[src/rtl/nn_pkg.sv]
// -----------------------------------------------------------------------------
// nn_pkg
// Shared definitions for the feed-forward network accelerator sequencer.
//   - seq_state_t       : sequencer FSM state encoding
//   - NN_NUM_LAYERS     : default layer count (input layer included)
//   - NN_NUM_NEURONS    : default neurons per layer
//   - NN_DATA_W         : default data word width
//   - nn_data_t         : data word typedef
//   - NN_LEARNING_RATE  : default learning-rate constant
//   - clog2_min1()      : index width helper, never returns less than 1
// No ports (package).
// -----------------------------------------------------------------------------
package nn_pkg;

    localparam int NN_NUM_LAYERS  = 4;
    localparam int NN_NUM_NEURONS = 8;
    localparam int NN_DATA_W      = 16;

    typedef logic [NN_DATA_W-1:0] nn_data_t;

    localparam nn_data_t NN_LEARNING_RATE = 16'h0080;

    typedef enum logic [3:0] {
        IDLE,
        FWD_READ,
        FWD_WRITE,
        FWD_NEXT,
        BWD_READ,
        BWD_DGEN,
        BWD_DW,
        BWD_WUPD,
        BWD_PREV,
        DONE
    } seq_state_t;

    // A single neuron or two layers still need a one-bit index.
    function automatic int clog2_min1(input int n);
        return (n > 1) ? $clog2(n) : 1;
    endfunction

endpackage

[src/rtl/nn_layer_sequencer_if.sv]
// -----------------------------------------------------------------------------
// nn_layer_sequencer_if
// Control bundle between the layer sequencer and the rest of the accelerator.
//   start, train, dp_ack            : controller/datapath -> sequencer
//   busy, valid                     : pass handshake
//   y_layer, w_layer, d_layer       : RAM layer indices
//   neuron_idx                      : shared neuron/column index
//   y_we, wT_we, d_rd, dw_gen,
//   d_we, w_we                      : RAM / generator strobes
//   lr                              : learning rate during delta-W generation
//   pass_count                      : completed-pass counter, present only when
//                                     NN_SEQ_PASS_CNT_EN is defined
// Modports: master = sequencer side, slave = controller/datapath side.
// -----------------------------------------------------------------------------
interface nn_layer_sequencer_if #(
    parameter int IDX_W  = 3,
    parameter int LYR_W  = 2,
    parameter int DATA_W = nn_pkg::NN_DATA_W
);

    logic              start;
    logic              train;
    logic              dp_ack;
    logic              busy;
    logic              valid;
    logic [LYR_W-1:0]  y_layer;
    logic [LYR_W-1:0]  w_layer;
    logic [LYR_W-1:0]  d_layer;
    logic [IDX_W-1:0]  neuron_idx;
    logic              y_we;
    logic              wT_we;
    logic              d_rd;
    logic              dw_gen;
    logic              d_we;
    logic              w_we;
    logic [DATA_W-1:0] lr;

`ifdef NN_SEQ_PASS_CNT_EN
    logic [31:0]       pass_count;

    modport master (
        input  start, train, dp_ack,
        output busy, valid, y_layer, w_layer, d_layer, neuron_idx,
               y_we, wT_we, d_rd, dw_gen, d_we, w_we, lr, pass_count
    );
    modport slave (
        output start, train, dp_ack,
        input  busy, valid, y_layer, w_layer, d_layer, neuron_idx,
               y_we, wT_we, d_rd, dw_gen, d_we, w_we, lr, pass_count
    );
`else
    modport master (
        input  start, train, dp_ack,
        output busy, valid, y_layer, w_layer, d_layer, neuron_idx,
               y_we, wT_we, d_rd, dw_gen, d_we, w_we, lr
    );
    modport slave (
        output start, train, dp_ack,
        input  busy, valid, y_layer, w_layer, d_layer, neuron_idx,
               y_we, wT_we, d_rd, dw_gen, d_we, w_we, lr
    );
`endif

endinterface

[src/rtl/nn_index_counter.sv]
// -----------------------------------------------------------------------------
// nn_index_counter
// Two-level neuron/layer index counter used by the layer sequencer, keeping
// index arithmetic out of the FSM.
//   CLK, RST      : clock (rising edge), synchronous active-high reset
//   clr           : zero both indices
//   nrn_inc       : neuron++
//   nrn_clr       : neuron = 0 (wins over nrn_inc)
//   lyr_inc       : layer++
//   lyr_dec       : layer--
//   lyr_load_top  : layer = NUM_LAYERS-1 (start of the backward pass)
//   layer, neuron : current indices
//   layer_p1/m1   : layer+1 / layer-1 (computed one bit wider, truncated)
//   nrn_last      : neuron == NUM_NEURONS-1
//   lyr_fwd_last  : layer >= NUM_LAYERS-2 (last forward layer)
//   lyr_bwd_last  : layer <= 1 (last backward layer)
// -----------------------------------------------------------------------------
module nn_index_counter
    import nn_pkg::*;
#(
    parameter int NUM_LAYERS  = NN_NUM_LAYERS,
    parameter int NUM_NEURONS = NN_NUM_NEURONS,
    parameter int LYR_W       = clog2_min1(NUM_LAYERS),
    parameter int IDX_W       = clog2_min1(NUM_NEURONS)
) (
    input  logic             CLK,
    input  logic             RST,
    input  logic             clr,
    input  logic             nrn_inc,
    input  logic             nrn_clr,
    input  logic             lyr_inc,
    input  logic             lyr_dec,
    input  logic             lyr_load_top,
    output logic [LYR_W-1:0] layer,
    output logic [LYR_W-1:0] layer_p1,
    output logic [LYR_W-1:0] layer_m1,
    output logic [IDX_W-1:0] neuron,
    output logic             nrn_last,
    output logic             lyr_fwd_last,
    output logic             lyr_bwd_last
);

    // Layer ranges never wrap, so dropping the extra bit is safe.
    assign layer_p1 = LYR_W'({1'b0, layer} + (LYR_W+1)'(1));
    assign layer_m1 = LYR_W'({1'b0, layer} - (LYR_W+1)'(1));

    assign nrn_last     = (neuron == IDX_W'(NUM_NEURONS - 1));
    assign lyr_fwd_last = (layer >= LYR_W'(NUM_LAYERS - 2));
    assign lyr_bwd_last = (layer <= LYR_W'(1));

    // NOTE: state registers use non-blocking assignments so every flop samples
    // pre-edge values; RST is synchronous, hence only CLK in the event list.
    always_ff @(posedge CLK) begin
        if (RST || clr) begin
            layer  <= '0;
            neuron <= '0;
        end else begin
            if (nrn_clr)
                neuron <= '0;
            else if (nrn_inc)
                neuron <= neuron + IDX_W'(1);

            if (lyr_load_top)
                layer <= LYR_W'(NUM_LAYERS - 1);
            else if (lyr_inc)
                layer <= layer_p1;
            else if (lyr_dec)
                layer <= layer_m1;
        end
    end

endmodule

[src/rtl/nn_layer_sequencer.sv]
// -----------------------------------------------------------------------------
// nn_layer_sequencer
// Walks every layer/neuron of the feed-forward network for the forward pass
// and, when train is sampled high with start, the backward pass (delta
// generation and weight update). Outputs decode the registered state and
// indices only, so nothing depends combinationally on the inputs.
//   CLK  : clock, rising edge
//   RST  : synchronous active-high reset (abandons a pass, no valid)
//   bus  : nn_layer_sequencer_if.master
//            in : start, train, dp_ack (0 stalls FWD_READ / BWD_DGEN)
//            out: busy, valid, y/w/d_layer, neuron_idx, strobes, lr
// Optional: NN_SEQ_PASS_CNT_EN adds bus.pass_count, a saturating 32-bit count
// of completed passes.
// -----------------------------------------------------------------------------
module nn_layer_sequencer
    import nn_pkg::*;
#(
    parameter int              NUM_LAYERS    = NN_NUM_LAYERS,
    parameter int              NUM_NEURONS   = NN_NUM_NEURONS,
    parameter int              IDX_W         = clog2_min1(NUM_NEURONS),
    parameter int              LYR_W         = clog2_min1(NUM_LAYERS),
    parameter int              DATA_W        = NN_DATA_W,
    parameter logic [DATA_W-1:0] LEARNING_RATE = DATA_W'(NN_LEARNING_RATE)
) (
    input  logic                  CLK,
    input  logic                  RST,
    nn_layer_sequencer_if.master  bus
);

    seq_state_t       state;
    logic             mode_train;

    logic [LYR_W-1:0] layer, layer_p1, layer_m1;
    logic [IDX_W-1:0] neuron;
    logic             nrn_last, lyr_fwd_last, lyr_bwd_last;
    logic             cnt_clr, nrn_inc, nrn_clr, lyr_inc, lyr_dec, lyr_load_top;

`ifdef NN_SEQ_PASS_CNT_EN
    logic [31:0]      pass_count;
    assign bus.pass_count = pass_count;
`endif

    // Counter commands derive from the registered state, mirroring the FSM
    // transitions below. Holding clear in IDLE gives every pass a clean start.
    assign cnt_clr      = (state == IDLE);
    assign nrn_inc      = ((state == FWD_WRITE) || (state == BWD_WUPD)) && !nrn_last;
    assign nrn_clr      = (state == FWD_NEXT) || (state == BWD_PREV);
    assign lyr_inc      = (state == FWD_NEXT) && !lyr_fwd_last;
    assign lyr_load_top = (state == FWD_NEXT) && lyr_fwd_last && mode_train;
    assign lyr_dec      = (state == BWD_PREV) && !lyr_bwd_last;

    nn_index_counter #(
        .NUM_LAYERS  (NUM_LAYERS),
        .NUM_NEURONS (NUM_NEURONS),
        .LYR_W       (LYR_W),
        .IDX_W       (IDX_W)
    ) u_index_counter (
        .CLK          (CLK),
        .RST          (RST),
        .clr          (cnt_clr),
        .nrn_inc      (nrn_inc),
        .nrn_clr      (nrn_clr),
        .lyr_inc      (lyr_inc),
        .lyr_dec      (lyr_dec),
        .lyr_load_top (lyr_load_top),
        .layer        (layer),
        .layer_p1     (layer_p1),
        .layer_m1     (layer_m1),
        .neuron       (neuron),
        .nrn_last     (nrn_last),
        .lyr_fwd_last (lyr_fwd_last),
        .lyr_bwd_last (lyr_bwd_last)
    );

    always_ff @(posedge CLK) begin
        if (RST) begin
            state      <= IDLE;
            mode_train <= 1'b0;
`ifdef NN_SEQ_PASS_CNT_EN
            pass_count <= '0;
`endif
        end else begin
            case (state)
                IDLE: begin
                    // start is only looked at here; DONE always returns to IDLE.
                    if (bus.start) begin
                        state      <= FWD_READ;
                        mode_train <= bus.train;
                    end
                end
                FWD_READ:  if (bus.dp_ack) state <= FWD_WRITE;
                FWD_WRITE: state <= nrn_last ? FWD_NEXT : FWD_READ;
                FWD_NEXT: begin
                    if (!lyr_fwd_last)
                        state <= FWD_READ;
                    else if (mode_train)
                        state <= BWD_READ;
                    else
                        state <= DONE;
                end
                BWD_READ:  state <= BWD_DGEN;
                BWD_DGEN:  if (bus.dp_ack) state <= BWD_DW;
                BWD_DW:    state <= BWD_WUPD;
                BWD_WUPD:  state <= nrn_last ? BWD_PREV : BWD_READ;
                BWD_PREV:  state <= lyr_bwd_last ? DONE : BWD_READ;
                DONE: begin
                    state <= IDLE;
`ifdef NN_SEQ_PASS_CNT_EN
                    if (pass_count != '1)
                        pass_count <= pass_count + 32'd1;
`endif
                end
                default:   state <= IDLE;
            endcase
        end
    end

    always_comb begin
        // NOTE: every output is given a default before the case so that no
        // state leaves a value unassigned and infers a latch.
        bus.busy       = (state != IDLE);
        bus.valid      = 1'b0;
        bus.y_layer    = '0;
        bus.w_layer    = '0;
        bus.d_layer    = '0;
        bus.neuron_idx = '0;
        bus.y_we       = 1'b0;
        bus.wT_we      = 1'b0;
        bus.d_rd       = 1'b0;
        bus.dw_gen     = 1'b0;
        bus.d_we       = 1'b0;
        bus.w_we       = 1'b0;
        bus.lr         = '0;
        case (state)
            FWD_READ: begin
                bus.y_layer    = layer;
                bus.w_layer    = layer;
                bus.neuron_idx = neuron;
            end
            FWD_WRITE: begin
                bus.y_we       = 1'b1;
                bus.wT_we      = 1'b1;
                bus.y_layer    = layer_p1;
                bus.w_layer    = layer;
                bus.neuron_idx = neuron;
            end
            BWD_READ: begin
                bus.d_layer    = layer;
                bus.w_layer    = layer_m1;
                bus.y_layer    = layer_m1;
                bus.neuron_idx = neuron;
            end
            BWD_DGEN: begin
                bus.d_rd       = 1'b1;
                bus.neuron_idx = neuron;
            end
            BWD_DW: begin
                bus.dw_gen     = 1'b1;
                bus.d_we       = 1'b1;
                bus.lr         = LEARNING_RATE;
                bus.neuron_idx = neuron;
            end
            BWD_WUPD: begin
                bus.w_we       = 1'b1;
                bus.w_layer    = layer_m1;
                bus.neuron_idx = neuron;
            end
            DONE:    bus.valid = 1'b1;
            default: ;
        endcase
    end

endmodule

[src/flat_wrapper.sv]
// flat-port wrapper written by rule: the top's interface ports become plain ports
module nn_layer_sequencer_flat import nn_pkg::*;
#(
    parameter int              NUM_LAYERS    = NN_NUM_LAYERS,
    parameter int              NUM_NEURONS   = NN_NUM_NEURONS,
    parameter int              IDX_W         = clog2_min1(NUM_NEURONS),
    parameter int              LYR_W         = clog2_min1(NUM_LAYERS),
    parameter int              DATA_W        = NN_DATA_W,
    parameter logic [DATA_W-1:0] LEARNING_RATE = DATA_W'(NN_LEARNING_RATE)
)
  (CLK, RST, bus_start, bus_train, bus_dp_ack, bus_busy, bus_valid, bus_y_layer, bus_w_layer, bus_d_layer, bus_neuron_idx, bus_y_we, bus_wT_we, bus_d_rd, bus_dw_gen, bus_d_we, bus_w_we, bus_lr);
  nn_layer_sequencer_if #(.IDX_W(IDX_W), .LYR_W(LYR_W), .DATA_W(DATA_W)) bus_i ();
  input  logic CLK;
  input  logic RST;
  input wire logic [$bits(bus_i.start)-1:0] bus_start;
  input wire logic [$bits(bus_i.train)-1:0] bus_train;
  input wire logic [$bits(bus_i.dp_ack)-1:0] bus_dp_ack;
  output wire logic [$bits(bus_i.busy)-1:0] bus_busy;
  output wire logic [$bits(bus_i.valid)-1:0] bus_valid;
  output wire logic [$bits(bus_i.y_layer)-1:0] bus_y_layer;
  output wire logic [$bits(bus_i.w_layer)-1:0] bus_w_layer;
  output wire logic [$bits(bus_i.d_layer)-1:0] bus_d_layer;
  output wire logic [$bits(bus_i.neuron_idx)-1:0] bus_neuron_idx;
  output wire logic [$bits(bus_i.y_we)-1:0] bus_y_we;
  output wire logic [$bits(bus_i.wT_we)-1:0] bus_wT_we;
  output wire logic [$bits(bus_i.d_rd)-1:0] bus_d_rd;
  output wire logic [$bits(bus_i.dw_gen)-1:0] bus_dw_gen;
  output wire logic [$bits(bus_i.d_we)-1:0] bus_d_we;
  output wire logic [$bits(bus_i.w_we)-1:0] bus_w_we;
  output wire logic [$bits(bus_i.lr)-1:0] bus_lr;
  assign bus_i.start = bus_start;
  assign bus_i.train = bus_train;
  assign bus_i.dp_ack = bus_dp_ack;
  assign bus_busy = bus_i.busy;
  assign bus_valid = bus_i.valid;
  assign bus_y_layer = bus_i.y_layer;
  assign bus_w_layer = bus_i.w_layer;
  assign bus_d_layer = bus_i.d_layer;
  assign bus_neuron_idx = bus_i.neuron_idx;
  assign bus_y_we = bus_i.y_we;
  assign bus_wT_we = bus_i.wT_we;
  assign bus_d_rd = bus_i.d_rd;
  assign bus_dw_gen = bus_i.dw_gen;
  assign bus_d_we = bus_i.d_we;
  assign bus_w_we = bus_i.w_we;
  assign bus_lr = bus_i.lr;
  nn_layer_sequencer #(.NUM_LAYERS(NUM_LAYERS), .NUM_NEURONS(NUM_NEURONS), .IDX_W(IDX_W), .LYR_W(LYR_W), .DATA_W(DATA_W), .LEARNING_RATE(LEARNING_RATE)) u_core (.CLK(CLK), .RST(RST), .bus(bus_i));
endmodule
[config.mk]
export PLATFORM = sky130hd
export DESIGN_NAME = nn_layer_sequencer_flat
export DESIGN_NICKNAME = d
export VERILOG_FILES = /design/src/rtl/nn_pkg.sv /design/src/rtl/nn_layer_sequencer_if.sv /design/src/rtl/nn_index_counter.sv /design/src/rtl/nn_layer_sequencer.sv /design/src/flat_wrapper.sv
export SDC_FILE = /design/constraint.sdc
export NUM_CORES = 1
export LEC_CHECK = 0
export BUFFER_PORTS_ARGS = -buffer_cell sky130_fd_sc_hd__buf_2
export CAP_MARGIN = 20
export CORE_MARGIN = 3
export CORE_UTILIZATION = 43
export DETAILED_ROUTE_END_ITERATION = 12
export PLACE_DENSITY_LB_ADDON = 0.12
export SYNTH_ARGS = -nofsm -noshare
export SYNTH_HDL_FRONTEND = slang
export SYNTH_SLANG_ARGS = --single-unit
[constraint.sdc]
create_clock -name CLK -period 1.2 [get_ports CLK]
set_input_delay 0.06 -clock CLK [delete_from_list [all_inputs] [get_ports CLK]]
set_output_delay 0.06 -clock CLK [all_outputs]
set_load 0.05 [all_outputs]
==> key figures, run 1 <==
Global routing
  – Pin count of the biggest net entering global routing: 10
  – Initial antenna violation count: 1

CTS
  – Htree depth: 1
  – Hold bufs inserted after CTS: 0
  – CTS buffer count: 3
  – Max Buffers Root-to-Sink: 2
  – CTS Sinks: 10
  – Root Driver: clkbuf_4

Yosys
  – Syn Std Cell Area: 970 sq um
  – Post-Syn Instances: 125
  – Yosys Warn Count: 0
  – Sequential share of the synthesized area: just over 20%
  – Count of cell types in the netlist: 38
  – Syn avg cell area: 7.76 sq um
  – Synthesis-stage register bit count: 10

Placed design
  – Port buffer count: 22
  – DPL Wire Length: 2140 um
  – Gpl congestion: around 0.82
  – DP Area: approximately 1400 sq um
  – Pre-CTS WS: -0.245 ns

Floorplanning
  – Chip height: approximately 53 um
  – Width of the die: 53.5 um
  – Row Count: 16
  – Initial Util: 47.5%
  – I/O pin count: 38

Status
  – Last stage: global routing
  – Log Error: [ERROR DPL-0033] detailed placement checks failed during check placement.
  – Status: did not finish

Timing
  – Worst Endpoint after GRT Repair: bus_y_layer[1]
  – WEP type: output port
cells in the mapped netlist:
master / count / share of area [%]
buf_4: 20 / 15
nor2_1: 14 / 5.4
dfxtp_1: 10 / 21
nand2_1: 8 / 3.1
a21oi_1: 7 / 3.6
inv_1: 6 / 2.3
nor3_1: 6 / 3.1
ha_1: 4 / 5.2
xnor2_1: 4 / 3.6
a31oi_1: 3 / 1.9
and2_1: 3 / 1.9
nand2b_1: 3 / 1.9
nand3_1: 3 / 1.5
nor2b_1: 3 / 1.9
o21ai_0: 3 / 1.5
a211oi_1: 2 / 1.5
and3_1: 2 / 1.3
buf_2: 2 / 1.0
mux2i_1: 2 / 2.1
nand3b_1: 2 / 1.5
a2111oi_2: 1 / 1.5
a22oi_1: 1 / 0.77
a22oi_2: 1 / 1.3
and3b_1: 1 / 0.90
and4bb_4: 1 / 1.7
buf_1: 1 / 0.39
buf_6: 1 / 1.2
conb_1: 1 / 0.39
nor4_4: 1 / 2.2
nor4b_1: 1 / 0.90
nor4b_4: 1 / 2.5
o211ai_1: 1 / 0.77
o21ai_1: 1 / 0.52
o21bai_1: 1 / 0.77
o22a_1: 1 / 0.90
o32a_1: 1 / 1.0
or3_1: 1 / 0.65
xor2_1: 1 / 0.90
cell families after synthesis:
| family | count (synthesis) | synth area share [%] |
|---|---|---|
| adders and majority gates | 4 | 5.16 |
| muxes | 2 | 2.06 |
| xor gates and xnor gates | 5 | 4.52 |
| buffers and inverters | 30 | 20.4 |
| DFF | 10 | 20.6 |
| AOI/OAI and AO/OA | 23 | 16.3 |
| and+or+nand+nor | 50 | 30.6 |
| other | 1 | 0.387 |
stage by stage:
step,utilization [%],TNS (ns),std cells
after CTS,85.0,-7.02,207
after detailed placement,69.1,-3.99,195
after global placement,69.1,-3.40,195
after floorplan,-,-1.24,139
timing repair:
item,4_1_cts
gates resized for setup,72
setup buffers,8
endpoints found under the setup margin,28
pin swaps,18
==> run 2: changes to the inputs <==
CORE_AREA = 3 3 64 66   (was default)
CORE_MARGIN = default   (was 3)
CORE_UTILIZATION = default   (was 43)
DIE_AREA = 0 0 67 69   (was default)
PLACE_DENSITY_LB_ADDON = 0.15   (was 0.12)
clock period = 1.56 ns   (was 1.2 ns; I/O delays follow)
==> run 2 against run 1 <==
Effect of this change:
- the flow now finishes, with violations (setup timing)
- area after synthesis unchanged
- synthesized cell count unchanged
==> key figures, run 2 <==
Setup path
  – Crit path buffers/inverters: 2
  – Worst-path cell chain: inv_2 > ha_4 > and3b_1 > a21oi_1 > o32a_1 > nor2_2 > buf_6
  – Critical path type: flop to output port
  – Worst EP arrival: 1.49 ns
  – Crit Path Max Fanout: 3
  – Kind of end point of the critical path: output port
  – Stages on worst setup path: 7
  – Reg-to-reg slack, setup: between 0.15 and 0.2 ns
  – WP data required: 1.48 ns
  – Reg2Reg Depth: 4
  – R2r endpoint: u_core.state[0]
  – CP peak stage delay: 0.33 ns
  – Slowest CP cell: dfxtp_2
  – Reg2reg start: u_core.state[1]
  – CP top delay family: flip-flops
  – Critical Path Start Type: flop

Global routing
  – Initial antenna violation count: 0
  – Grt total ovfl: 0
  – Global Route Usage Sum: 9.85%
  – Pin count of the biggest net entering global routing: 22
  – First-pass GRT wire length: 3660 um
  – Vias in the first global route: 809

Floorplanning
  – Initial Util: 26.7% (-21 points)
  – Width of the die: 67 um (+25%)
  – Row Count: 22 (+6)
  – Die area: approximately 4600 sq um
  – I/O pin count: 38 (unchanged)
  – Core area: 3630 sq um
  – Chip height: 69 um (+29%)

Timing
  – Slew Viols, Final: 0
  – Post-layout minimum cycle time: ~1.6 ns
  – Final Hold Slack: between 0.1 and 0.15 ns
  – Unrepaired setup endpoints after global routing: yes
  – Fmax: 636 MHz
  – Final-report setup violation count: 1
  – Final clock skew: 0.00144 ns
  – Final worst slack: -0.0112 ns
  – Setup Total Neg Slack: -0.0112 ns
  – Final worst-path cycle share: 101%
  – Final Hold Violating Endpoints: 0

Power
  – Static Leak: 0.569 nW
  – Peak supply drop: 0.212 mV
  – Power per cell area: 642 nW/um^2

Placed design
  – Gpl congestion: 0.778 (-4.6%)
  – Port buffer count: 22 (unchanged)
  – DPL Wire Length: 1800 um (-16%)

Yosys
  – Top cells by count, synth: buf_4, nor2_1, dfxtp_1, nand2_1, a21oi_1
  – Largest family of logic cells by synthesized area: simple AND/OR/NAND/NOR gates
  – Post-synth EDFFs: 0 (unchanged)
  – Most used DFF post-synth: dfxtp_1
  – Synthesis-stage register bit count: 10 (unchanged)
  – Syn Std Cell Area: 970 sq um (unchanged)
  – Post-Syn Instances: 125 (unchanged)
  – Proportion of synthesized area in mux cells: 2.06% (unchanged)
  – Post-Synth Adder-Cell Area: 5.16% (unchanged)
  – Async SR Flop Fraction: 0% (unchanged)
  – Syn avg cell area: 7.76 sq um (unchanged)
  – Area contributors post-synth: dfxtp_1, buf_4, nor2_1, ha_1, a21oi_1
  – Count of cell types in the netlist: 38 (unchanged)
  – Leading area contributor after synthesis: dfxtp_1
  – Most common cell in the netlist: buf_4
  – Compound-gate portion of the synthesized area: 16.3% (unchanged)
  – Yosys Warn Count: 0 (unchanged)
  – Share of the synthesized area in the top cell type: 20.6% (unchanged)
  – Post-Synth Simple-Gate Area: 30.6% (unchanged)
  – Post-synthesis xor/xnor area fraction: 4.52% (unchanged)
  – Sequential share of the synthesized area: 20.6% (unchanged)

Routing
  – Via density: around 4.5
  – DRT Wirelength: 2260 um
  – Wire per inst: 11.2 um
  – Routed via count: between 800 and 900
  – Residual DRC count: 0
  – Initial DRT Pass Iterations: 3
  – Detail Route Antenna Nets: 0
  – Iter 0 DRT Violations: 23

Layout
  – Diode count: 0
  – Final layout net count: 163
  – Fill count: roughly 400
  – Max reg flops: 4
  – Top Registers: u_core.state: 4 flops, u_core.u_index_counter.neuron: 3 flops, u_core.u_index_counter.layer: 2 flops
  – Post-layout util: 35.5%
  – Area Overhead vs Synth: 32.9%
  – Share of cells above drive strength 1: between 30% and 40%
  – Top reg by flops: u_core.state
  – Most frequent cells in the layout: conb_1, buf_2, nor2_1

Worst hold path
  – Worst Hold Class: input pin to flop
  – HP Start: bus_train
  – Worst hold endpoint: u_core.mode_train
  – WHS Path Cells: 3

CTS
  – CTS buffer count: 3 (unchanged)
  – Skew-Pair Late Insertion Delay: 0.24 ns
  – Root Driver: clkbuf_8
  – Clock Pin Slew Worst Setup and Hold Paths: about 0.050 ns
  – Htree depth: 1 (unchanged)
  – Hold bufs inserted after CTS: 0 (unchanged)
  – CTS Sinks: 10 (unchanged)
  – CTS tree: done
  – Max Buffers Root-to-Sink: 2 (unchanged)

Run
  – MaxCap Viol Count: 0

Status
  – Status: finished, violations left
  – Failing checks: setup timing
-- run 2: cell counts after synthesis --
No cell type changed its count.
-- run 2: metrics by stage --
step | instance area (sq um) | total power [mW] | std cells | setup WS (ns)
finish | 1290 | 0.827 | 201 | -0.0112
global route | 1290 | 0.860 | 201 | -0.0512
CTS | 1240 | 0.818 | 200 | -0.0622
detailed placement | 1150 | 0.485 | 195 | 0.0475
global placement | 1150 | 0.483 | 195 | 0.0731
floorplan | 1060 | 0.477 | 139 | -0.135
-- run 2: kinds of logic (layout without fill, tap and decap cells) --
| kind of cell | Yosys count | count (layout) |
|---|---|---|
| other | 1 | 15 |
| AND/OR/NAND/NOR | 50 | 50 |
| XOR/XNOR | 5 | 5 |
| multiplexers | 2 | 2 |
| adder cells (fa/ha/maj) | 4 | 4 |
| flip-flops | 10 | 10 |
| buffers and inverters | 30 | 44 |
| AO/OA/AOI/OAI | 23 | 23 |
-- run 2: layout make-up --
cell class | count | area [sq um] | area share [%]
Timing Repair Buffer | 34 | 254 | 19.7
Multi-Input combinational cell | 99 | 691 | 53.6
Sequential cell | 10 | 206 | 16.0
Inverter | 6 | 22.5 | 1.75
Clock buffer | 4 | 55.1 | 4.27
Tap cell | 48 | 60.1 | 4.66
-- run 2: worst max path at each step --
stage	startpoint	endpoint	slack, ns
2_1_floorplan	u_core.state[3]	bus_valid	-0.14
3_3_place_gp	u_core.u_index_counter.layer[0]	bus_y_layer[1]	0.07
3_5_place_dp	u_core.u_index_counter.layer[0]	bus_y_layer[1]	0.05
4_1_cts	u_core.u_index_counter.layer[0]	bus_y_layer[1]	-0.06
5_1_grt	u_core.u_index_counter.layer[0]	bus_y_layer[1]	-0.05
6_report	u_core.u_index_counter.layer[0]	bus_y_layer[1]	-0.01
-- run 2: what timing repair did --
item                                    in CTS  in global routing
resized for setup                            5                 17
endpoints found under the hold margin        0                  0
pin swaps                                    1                  2
endpoints found under the setup margin       6                 11
setup buffers                                1                  1
-- run 2: worst min-delay path, stage by stage --
cell	delay [ns]
buf_2	0.10
nand3_1	0.06
a21oi_1	0.06
-- run 2: metal layers --
| layer | share of wire [%] | vias up | global-route usage (%) | wire, um |
|---|---|---|---|---|
| met3 | 5.0 | 2 | 1.30 | 113 |
| met1 | 43 | 420 | 12.4 | 966 |
| met2 | 51 | 25 | 16.4 | 1160 |
| li1 | - | 451 | - | - |
| met4 | 0.62 | 0 | 4.05 | 14 |
| met5 | 0 | - | 0 | 0 |
-- run 2: power by group --
group	switching, mW	internal, mW
combinational	0.160	0.0589
sequential	0.00872	0.262
clock	0.114	0.223
(Power assumes the default switching activity.)
